[config.mk]
export PLATFORM = sky130hd
export DESIGN_NAME = seg_mux_display
export DESIGN_NICKNAME = d
export VERILOG_FILES = /design/src/rtl/seg_display_pkg.sv /design/src/rtl/seg_decoder.sv /design/src/rtl/seg_mux_display.sv
export SDC_FILE = /design/constraint.sdc
export NUM_CORES = 1
export LEC_CHECK = 0
export CORE_UTILIZATION = 58
export CTS_CLUSTER_DIAMETER = 120
export DETAILED_ROUTE_END_ITERATION = 6
export GPL_ROUTABILITY_DRIVEN = 0
export GPL_TIMING_DRIVEN = 1
export PLACE_DENSITY = 0.88
export SYNTH_ARGS = -nofsm -noshare
export SYNTH_HDL_FRONTEND = slang
export SYNTH_SLANG_ARGS = --single-unit
[constraint.sdc]
create_clock -name sys_clk -period 3.3 [get_ports sys_clk]
set_input_delay 0.495 -clock sys_clk [delete_from_list [all_inputs] [get_ports sys_clk]]
set_output_delay 0.495 -clock sys_clk [all_outputs]
set_load 0.01 [all_outputs]
[src/rtl/seg_display_pkg.sv]
// Shared constants for the multiplexed 7-segment display driver:
// the hex font, the all-segments-off pattern and a width helper.
package seg_display_pkg;

  // Active-high segment pattern with all segments dark.
  localparam logic [6:0] SEG_OFF = 7'h00;

  // Active-high font, bit order {g,f,e,d,c,b,a}, indexed by nibble value.
  localparam logic [6:0] SEG_FONT [16] = '{
    7'h3F, 7'h06, 7'h5B, 7'h4F, 7'h66, 7'h6D, 7'h7D, 7'h07,
    7'h7F, 7'h6F, 7'h77, 7'h7C, 7'h39, 7'h5E, 7'h79, 7'h71
  };

  // Bits needed to count 0..n-1, never less than 1 so that
  // single-entry counters still get a legal vector width.
  function automatic int clog2(input int n);
    int r;
    r = 1;
    while ((1 << r) < n) r++;
    return r;
  endfunction

endpackage

[src/rtl/seg_decoder.sv]
// Combinational hex nibble to active-high 7-segment pattern.
module seg_decoder
  import seg_display_pkg::*;
(
  input  logic [3:0] nibble_i,
  output logic [6:0] seg_o
);

  assign seg_o = SEG_FONT[nibble_i];

endmodule

[src/rtl/seg_mux_display.sv]
// Time-multiplexed multi-digit 7-segment driver. A prescaler divides
// each digit slot, the digit index walks all digits once per frame, and
// the displayed value is swapped only at frame boundaries so a frame is
// never drawn from two different values.
module seg_mux_display
  import seg_display_pkg::*;
#(
  parameter int NUM_DIGITS   = 4,
  parameter int REFRESH_DIV  = 1000,
  parameter int BLANK_CYCLES = 16
) (
  input  logic                            sys_clk,
  input  logic                            reset,
  input  logic                            cfg_cathode_mode,
  input  logic                            cfg_lz_blank,
  input  logic [4*NUM_DIGITS-1:0]         hex_in,
  input  logic [NUM_DIGITS-1:0]           dp_in,
  input  logic                            load,
  output logic [6:0]                      seg_out,
  output logic                            dp_out,
  output logic [NUM_DIGITS-1:0]           dig_sel,
  output logic [clog2(NUM_DIGITS)-1:0]    digit_idx,
  output logic                            frame_tick
);

  localparam int IDX_W = clog2(NUM_DIGITS);
  localparam int PRE_W = clog2(REFRESH_DIV);
  localparam int HEX_W = 4 * NUM_DIGITS;

  localparam logic [PRE_W-1:0] PRE_LAST  = PRE_W'(REFRESH_DIV - 1);
  localparam logic [PRE_W-1:0] PRE_BLANK = PRE_W'(BLANK_CYCLES);
  localparam logic [IDX_W-1:0] IDX_LAST  = IDX_W'(NUM_DIGITS - 1);

  // Scan and content state.
  logic [PRE_W-1:0]      presc_q,      presc_d;
  logic [IDX_W-1:0]      idx_q,        idx_d;
  logic [HEX_W-1:0]      shadow_hex_q, shadow_hex_d;
  logic [NUM_DIGITS-1:0] shadow_dp_q,  shadow_dp_d;
  logic [HEX_W-1:0]      active_hex_q, active_hex_d;
  logic [NUM_DIGITS-1:0] active_dp_q,  active_dp_d;
  logic                  frame_pend_q;

  // Registered outputs.
  logic [6:0]            seg_q,     seg_d;
  logic                  dp_q,      dp_d;
  logic [NUM_DIGITS-1:0] dig_sel_q, dig_sel_d;
  logic [IDX_W-1:0]      idx_out_q;
  logic                  tick_q;

  logic                  slot_end;
  logic                  frame_bnd;
  logic [3:0]            act_nib [NUM_DIGITS];
  logic [NUM_DIGITS-1:0] lz_vec;
  logic [6:0]            font_hi;
  logic [6:0]            seg_hi;
  logic [NUM_DIGITS-1:0] sel_hi;

  assign slot_end  = (presc_q == PRE_LAST);
  assign frame_bnd = slot_end && (idx_q == IDX_LAST);

  // Next-state for prescaler, digit index, shadow and active contents.
  always_comb begin
    // NOTE: every signal written here gets a default first so no path can infer a latch.
    presc_d      = presc_q + PRE_W'(1);
    idx_d        = idx_q;
    shadow_hex_d = shadow_hex_q;
    shadow_dp_d  = shadow_dp_q;
    active_hex_d = active_hex_q;
    active_dp_d  = active_dp_q;

    if (slot_end) begin
      presc_d = '0;
      idx_d   = (idx_q == IDX_LAST) ? '0 : idx_q + IDX_W'(1);
    end

    if (load) begin
      shadow_hex_d = hex_in;
      shadow_dp_d  = dp_in;
    end

    // A load on the boundary cycle itself goes straight to the display.
    if (frame_bnd) begin
      active_hex_d = load ? hex_in : shadow_hex_q;
      active_dp_d  = load ? dp_in  : shadow_dp_q;
    end
  end

  // Split the active value into per-digit nibbles.
  always_comb begin
    for (int k = 0; k < NUM_DIGITS; k++) begin
      act_nib[k] = active_hex_q[4*k +: 4];
    end
  end

  // Leading-zero mask: digit k>0 is dark when it and every higher digit are zero.
  always_comb begin
    logic upper_zero;
    upper_zero = 1'b1;
    lz_vec     = '0;
    for (int k = NUM_DIGITS - 1; k >= 0; k--) begin
      upper_zero = upper_zero && (act_nib[k] == 4'h0);
      lz_vec[k]  = cfg_lz_blank && upper_zero && (k != 0);
    end
  end

  seg_decoder u_decoder (
    .nibble_i (act_nib[idx_q]),
    .seg_o    (font_hi)
  );

  // Output next-state: blanking, digit select and live polarity.
  always_comb begin
    seg_hi = lz_vec[idx_q] ? SEG_OFF : font_hi;
    sel_hi = '0;
    if (presc_q >= PRE_BLANK) begin
      sel_hi[idx_q] = 1'b1;
    end
    // Common cathode: segments active-high, digit enables active-low.
    seg_d     = cfg_cathode_mode ? seg_hi : ~seg_hi;
    dp_d      = cfg_cathode_mode ? active_dp_q[idx_q] : ~active_dp_q[idx_q];
    dig_sel_d = cfg_cathode_mode ? ~sel_hi : sel_hi;
  end

  // Scan counters and content registers.
  always_ff @(posedge sys_clk) begin
    // NOTE: sequential state uses non-blocking assignments so every register samples pre-edge values.
    if (reset) begin
      presc_q      <= '0;
      idx_q        <= '0;
      shadow_hex_q <= '0;
      shadow_dp_q  <= '0;
      active_hex_q <= '0;
      active_dp_q  <= '0;
      frame_pend_q <= 1'b0;
    end else begin
      presc_q      <= presc_d;
      idx_q        <= idx_d;
      shadow_hex_q <= shadow_hex_d;
      shadow_dp_q  <= shadow_dp_d;
      active_hex_q <= active_hex_d;
      active_dp_q  <= active_dp_d;
      frame_pend_q <= frame_bnd;
    end
  end

  // Output registers; reset drives the "off" level of the live polarity.
  always_ff @(posedge sys_clk) begin
    if (reset) begin
      seg_q     <= cfg_cathode_mode ? SEG_OFF : ~SEG_OFF;
      dp_q      <= ~cfg_cathode_mode;
      dig_sel_q <= cfg_cathode_mode ? '1 : '0;
      idx_out_q <= '0;
      tick_q    <= 1'b0;
    end else begin
      seg_q     <= seg_d;
      dp_q      <= dp_d;
      dig_sel_q <= dig_sel_d;
      idx_out_q <= idx_q;
      tick_q    <= frame_pend_q;
    end
  end

  assign seg_out    = seg_q;
  assign dp_out     = dp_q;
  assign dig_sel    = dig_sel_q;
  assign digit_idx  = idx_out_q;
  assign frame_tick = tick_q;

endmodule

==> impl_results.md, run 1 <==
- R2R Setup Slk: 0.60 ns
- Synth Instances: 283
- Insertion delay to the later sink of the worst-skew pair: 0.33 ns
- R2R depth: 6
- Net count, final: 356
- Setup WS pre-CTS: 0.613 ns
- Crit. Startpoint: idx_q[0]
- Total vias in the final route: 2153
- Critical Path Sink Type: register
- VDD IR max: 0.372 mV
- Syn avg cell area: 10.4 µm²
- Critical path startpoint category: register
- Initial drt markers: 109
- Area of the multi-input gates: 1460 µm²
- DRT antenna net count: 0
- EDFF count, synth: 0
- #FFs+latches synth: 68
- I/O pin cnt: 40
- CP Data Required Time: 3.49 ns
- Area Growth Syn to Fin: 21.1%
- Die area: 5350 µm²
- DR vias/cell: 5.52
- R2r endpoint: seg_out[0]
- Layout cells sized above 1: 8.98%
- Most used DFF post-synth: dfxtp_1
- Post-synthesis sequential area ratio: 46.4%
- Final Cycle Share: 81.9%
- Asr flop ratio synth: 0%
- Max cap viols: 0
- Fmax: 370 MHz
- Cells resized by post-CTS repair: 0
- Worst Max-Slew Pin Slew: 1.25 ns
- DP HPWL: 3990 µm
- Port buffer count: 39
- Finish-stage setup viols: 0
- Psw: 355 µW
- Clk buf depth: 2
- Power Density: 475 nW/µm²
- Worst slew margin: 16.6%
- Pleak: 0.00147 µW
- Syn nets: 320
- RSZ-0062 raised after global routing: no
- Postcts setup bufs: 0
- Placeable core area: 4790 µm²
- Switching Share: 21.1%
- Commonest non-fill, non-tap cell in the layout: dfxtp_1
- Clock root buffer: clkbuf_8
- Initial cell density of the core: 61.3%
- Outcome: finished clean
- Hold WC Path Type: register to register
- CTS Sinks: 68
- Int Pwr: 1330 µW
- WP data arrival: 2.90 ns
- CP Class: register to register
- CTS tree: built
- Clock power share: 41.3%
- Setup TNS: 0 ns
- H-tree depth: 3
- Comb power frac: 7.8%
- CP endpoint: seg_out[0]
- Largest net degree at the start of global routing: 39
- Most frequent cells in the layout: dfxtp_1, nor2_1, clkdlybuf4s50_1, mux2i_1, o22a_1
- Pre-Repair DR Iteration Count: 4
- N_diodes: 0
- Global-route wire length before repair: 9590 µm
- Min cycle time layout: 2.70 ns
- Grt ovf: 0
- Layout fillers: 329
- Yosys warns: 0
- Die Y: 73.1 µm
- Vias in the first global route: 2064
- CTS buffer count: 9
- Worst reg2reg startpoint: idx_q[0]
- Die width: 73.1 µm
- DRC: 0
- Crit-path max FO: 16
- Initial antenna violation count: 0
- Seq pwr share: 50.9%
- Routed len/inst: 15.1 µm
- Floorplan row count: 25
- Hold_buf cts: 0
- Final count of hold timing violations: 0
- Final Worst Setup Slack: 0.598 ns
- Sequential cell area: 1360 µm²
- Netlist Area Pre-Place: 2930 µm²
- Total wire length: 5880 µm
- Total track usage: 23.9%
- Slew Viols, Final: 0
- Final Skew: 0.00768 ns
- Distinct cells, synth: 40
- Clk slew on worst S/H paths: 0.07 ns
## synth_stat cells (all sizes together) (2+ instances only)
library cell,count,area [µm²]
nor4,6,37.5
or3,2,12.5
inv,8,30.0
buf,6,40.0
nor3,4,20.0
nor2b,6,37.5
nand3,3,15.0
mux4,5,113
o22a,20,175
mux2i,26,260
o21ai,4,23.8
xnor2,19,166
and3,2,12.5
a2111oi,4,60.1
nand2,15,58.8
ha,12,150
xor2,3,26.3
a21oi,5,25.0
or2,2,12.5
clkbuf,11,41.3
dfxtp,68,1360
nor2,39,146
## registers in the layout, summed over array words and instances (netlist names), 2 cells and up
signal	flops
digit_idx	2
shadow_dp_q	4
dig_sel	4
shadow_hex_q	16
idx_q	2
seg_out	7
active_hex_q	16
presc_q	10
active_dp_q	4
## metrics by stage
step / hold WS (ns) / total power, µW / cells / instance area, µm² / utilization, %
after global routing: 0.482 / 1750 / 390 / 3550 / 74.2
after CTS: 0.464 / 1700 / 390 / 3550 / 74.2
after global placement: 0.442 / 1010 / 375 / 3350 / 70.0
final: 0.458 / 1690 / 390 / 3550 / 74.2
after detailed placement: 0.449 / 1010 / 375 / 3350 / 70.0
after floorplan: 0.414 / 944 / 283 / 2930 / -
## layout make-up
class | count | area share [%]
clock buffer | 14 | 4.86
clock inverter | 1 | 0.846
inverter | 8 | 0.846
multi-input combinational | 190 | 41.1
sequential | 68 | 38.3
tap | 67 | 2.36
timing repair buffer | 42 | 11.6
## worst max-delay path, cell delays in order, from the launching register on
cell and delay (ns):
dfxtp_1 0.74, mux4_2 0.65, ha_1 0.31, nor4b_1 0.33
a21oi_1 0.07, a311oi_1 0.35, xnor2_1 0.11
## power by group through the flow
stage | sequential [µW] | clock (µW) | combinational [µW]
4_1_cts | 859 | 708 | 133
2_1_floorplan | 882 | 0 | 61.9
3_5_place_dp | 878 | 0 | 131
5_1_grt | 861 | 742 | 143
3_3_place_gp | 877 | 0 | 129
6_report | 859 | 697 | 132
## metal layers
| metal | share of wire (%) | GRT usage [%] | up-vias |
|---|---|---|---|
| li1 | - | - | 1057 |
| met1 | 46 | 28.7 | 1022 |
| met3 | 4.4 | 7.87 | 15 |
| met2 | 48 | 39.0 | 59 |
| met4 | 1.9 | 10.7 | 0 |
| met5 | 0 | 0 | - |
## kinds of logic (layout without fill, tap and decap cells)
group | after synthesis | after routing | share of synthesized area, %
buffers and inverters | 25 | 65 | 3.80
and+or+nand+nor | 87 | 87 | 14.1
AOI/OAI and AO/OA | 37 | 37 | 10.9
muxes | 32 | 32 | 13.1
adders and majority gates | 12 | 12 | 5.12
DFF | 68 | 68 | 46.4
xor gates and xnor gates | 22 | 22 | 6.57
## worst min path at each step
stage            startpoint    endpoint  slack (ns)  depth (start not counted)
4_1_cts          presc_q[0]  presc_q[0]        0.46                          1
5_1_grt          presc_q[0]  presc_q[0]        0.48                          1
3_3_place_gp     presc_q[0]  presc_q[0]        0.44                          1
2_1_floorplan  frame_pend_q  frame_tick        0.41                          1
3_5_place_dp     presc_q[0]  presc_q[0]        0.45                          1
6_report         presc_q[0]  presc_q[0]        0.46                          1
Note: power is estimated with default switching activity, not from simulation.
==> run 2: changes to the inputs <==
Settings changed: CORE_UTILIZATION 58 to 49, PLACE_DENSITY 0.88 to 0.79.
Clock period 3.3 ns to 2.3 ns, I/O delays scaled along.
==> run 2 against run 1 <==
Combinational power up 43%. Register-to-register slack got worse by 0.45 ns. Worst hold slack improved by 0.0064 ns. Total power increased by 39%. Fmax grew 25%. Via count is 2.3% lower. Worst setup slack got worse by 0.45 ns. Critical path depth did not move. Clock-buffer cell count shrank 3. First-iteration DRC count decreased by 22%. Non-clock buffer count is 5 higher. Clock skew is 0.0025 ns lower. Critical endpoint unchanged. Largest power group unchanged. Highest routed layer unchanged.
==> impl_results.md, run 2 (synthesis gave the netlist of run 1 again) <==
- Pre-Repair DR Iteration Count: 4 (unchanged)
- Clk slew on worst S/H paths: 0.07 ns (about the same)
- Clock root buffer: clkbuf_8 (unchanged)
- Global-route wire length before repair: 9580 µm (was 9590 µm)
- Biggest regs: active_hex_q (16), shadow_hex_q (16), presc_q (10) (unchanged)
- Total vias in the final route: 2104 (was 2153)
- Initial drt markers: 85 (was 109)
- Delay-heaviest family, CP: multiplexers (was flip-flops)
- Post-route cell area: 3590 µm² (was 3550 µm²)
- Fmax: 464 MHz (was 370 MHz)
- Vias in the first global route: 2083 (was 2064)
- Setup TNS: 0 ns (unchanged)
- Initial cell density of the core: 52.0% (was 61.3%)
- Seq pwr share: 52.3% (was 50.9%)
- Total wire length: 5600 µm (was 5880 µm)
- Slowest-stage cell, CP: mux4_2 (was dfxtp_1)
- Final count of hold timing violations: 0 (unchanged)
- Crit-path max FO: 6 (was 16)
- Power Density: 657 nW/µm² (was 475 nW/µm²)
- Die Y: 79.4 µm (was 73.1 µm)
- WP data arrival: 2.36 ns (was 2.90 ns)
- Largest stage delay on the critical path: 0.57 ns (was 0.74 ns)
- DR vias/cell: 5.25 (was 5.52)
- Hold WC Path Type: register to register (unchanged)
- Clock power share: 39.6% (was 41.3%)
- Floorplan row count: 27 (was 25)
- Critical path startpoint category: register (unchanged)
- VDD IR max: 0.372 mV (about the same)
- Final Cycle Share: 93.6% (was 81.9%)
- Grt ovf: 0 (unchanged)
- Clk buf depth: 2 (unchanged)
- Hold depth: 1 (unchanged)
- CTS tree: built (unchanged)
- DP HPWL: 3980 µm (was 3990 µm)
- Final Skew: 0.00513 ns (was 0.00768 ns)
- DRC: 0 (unchanged)
- Insertion delay to the later sink of the worst-skew pair: 0.34 ns (was 0.33 ns)
- Layout fillers: 469 (was 329)
- Fin Hold WS: 0.464 ns (was 0.458 ns)
- Worst path depth: 6 (unchanged)
- Post-DP Area: 3390 µm² (was 3350 µm²)
- Placeable core area: 5640 µm² (was 4790 µm²)
- Die area: 6300 µm² (was 5350 µm²)
- CTS Sinks: 68 (unchanged)
- I/O pin cnt: 40 (unchanged)
- Comb power frac: 8.0% (was 7.8%)
- Commonest non-fill, non-tap cell in the layout: dfxtp_1 (unchanged)
- DRT antenna net count: 0 (unchanged)
- Routed len/inst: 14.0 µm (was 15.1 µm)
- Int Pwr: 1820 µW (was 1330 µW)
- CP Class: register to register (unchanged)
- Total track usage: 20.3% (was 23.9%)
- Worst slew margin: 45.5% (was 16.6%)
- N_diodes: 0 (unchanged)
- Layout cells sized above 1: 11.6% (was 8.98%)
- RSZ-0062 raised after global routing: no (unchanged)
- Critical-path cell list: mux4_2 > ha_1 > nor4b_1 > a21oi_1 > a311oi_2 > xnor2_1 (was mux4_2 > ha_1 > nor4b_1 > a21oi_1 > a311oi_1 > xnor2_1)
- CP Data Required Time: 2.51 ns (was 3.49 ns)
- Worst path bufs/invs: 0 (unchanged)
- Critical Path Sink Type: register (unchanged)
- Die width: 79.4 µm (was 73.1 µm)
- Most frequent cells in the layout: dfxtp_1, clkdlybuf4s50_1, nor2_1, mux2i_1, o22a_1 (was dfxtp_1, nor2_1, clkdlybuf4s50_1, mux2i_1, o22a_1)
- CTS buffer count: 9 (unchanged)
- Largest net degree at the start of global routing: 39 (unchanged)
- Area Growth Syn to Fin: 22.3% (was 21.1%)
- R2R depth: 6 (unchanged)
- Psw: 532 µW (was 355 µW)
- Net count, final: 361 (was 356)
- Max cap viols: 0 (unchanged)
- Final core utilization: 63.6% (was 74.2%)
- Worst Max-Slew Pin Slew: 0.816 ns (was 1.25 ns)
- Pleak: 0.00148 µW (was 0.00147 µW)
- Finish-stage setup viols: 0 (unchanged)
- Port buffer count: 39 (unchanged)
- Hold_buf cts: 0 (unchanged)
- Final Power: 2350 µW (was 1690 µW)
- Slew Viols, Final: 0 (unchanged)
- Min cycle time layout: 2.15 ns (was 2.70 ns)
- Outcome: finished clean (unchanged)
- Initial antenna violation count: 0 (unchanged)
- H-tree depth: 3 (unchanged)
- Switching Share: 22.6% (was 21.1%)
run 2: metal layers:
layer | part of all wire (%) | GRT usage, % | wire, µm | vias up
met5 | 0 | 0 | 0 | -
met4 | 2.0 | 11.6 | 112 | 0
met3 | 2.9 | 4.83 | 161 | 10
met2 | 47 | 33.0 | 2630 | 36
met1 | 48 | 24.5 | 2700 | 992
li1 | - | - | - | 1066
run 2: path summary, 6_finish.rpt:
kind | start | end | slack, ns
worst max-delay path | idx_q[0] | seg_out[0] | 0.15
worst min-delay path | presc_q[0] | presc_q[0] | 0.46
worst max register to register | idx_q[0] | seg_out[0] | 0.15
worst min register to register | presc_q[0] | presc_q[0] | 0.46
run 2: through the flow:
stage	cells	worst slack [ns]
floorplan	283	0.132
global placement	385	0.111
detailed placement	385	0.0675
CTS	401	0.0440
global route	401	0.0357
finish	401	0.147
run 2: cell type report:
type	count	area (µm²)	area share, %
repair buffers	47	450	12.6
clock inverters	5	52.6	1.47
well taps	72	90.1	2.51
multi-input cells	190	1470	41.0
flip-flops and latches	68	1360	38.0
inverters	8	30.0	0.837
clock buffers	11	131	3.66
run 2: power by group through the flow:
stage          combinational, µW  sequential, µW  clock [µW]
6_report                     189            1230         933
5_1_grt                      205            1240        1010
4_1_cts                      191            1230         952
3_5_place_dp                 190            1260           0
3_3_place_gp                 187            1260           0
2_1_floorplan               88.8            1270           0
run 2: what timing repair did:
item / 4_1_cts / 5_1_grt
setup endpoints to repair: 0 / 26
setup buffers: 0 / 0
resized for setup: 0 / 3
run 2: worst register-to-register path, delay by kind of cell, from the launching register on:
family	cells	cell delay, ns
adder cells (fa/ha/maj)	1	0.30
AND/OR/NAND/NOR	1	0.30
flip-flops	1	0.38
multiplexers	1	0.57
XOR/XNOR	1	0.09
AO/OA/AOI/OAI	2	0.37
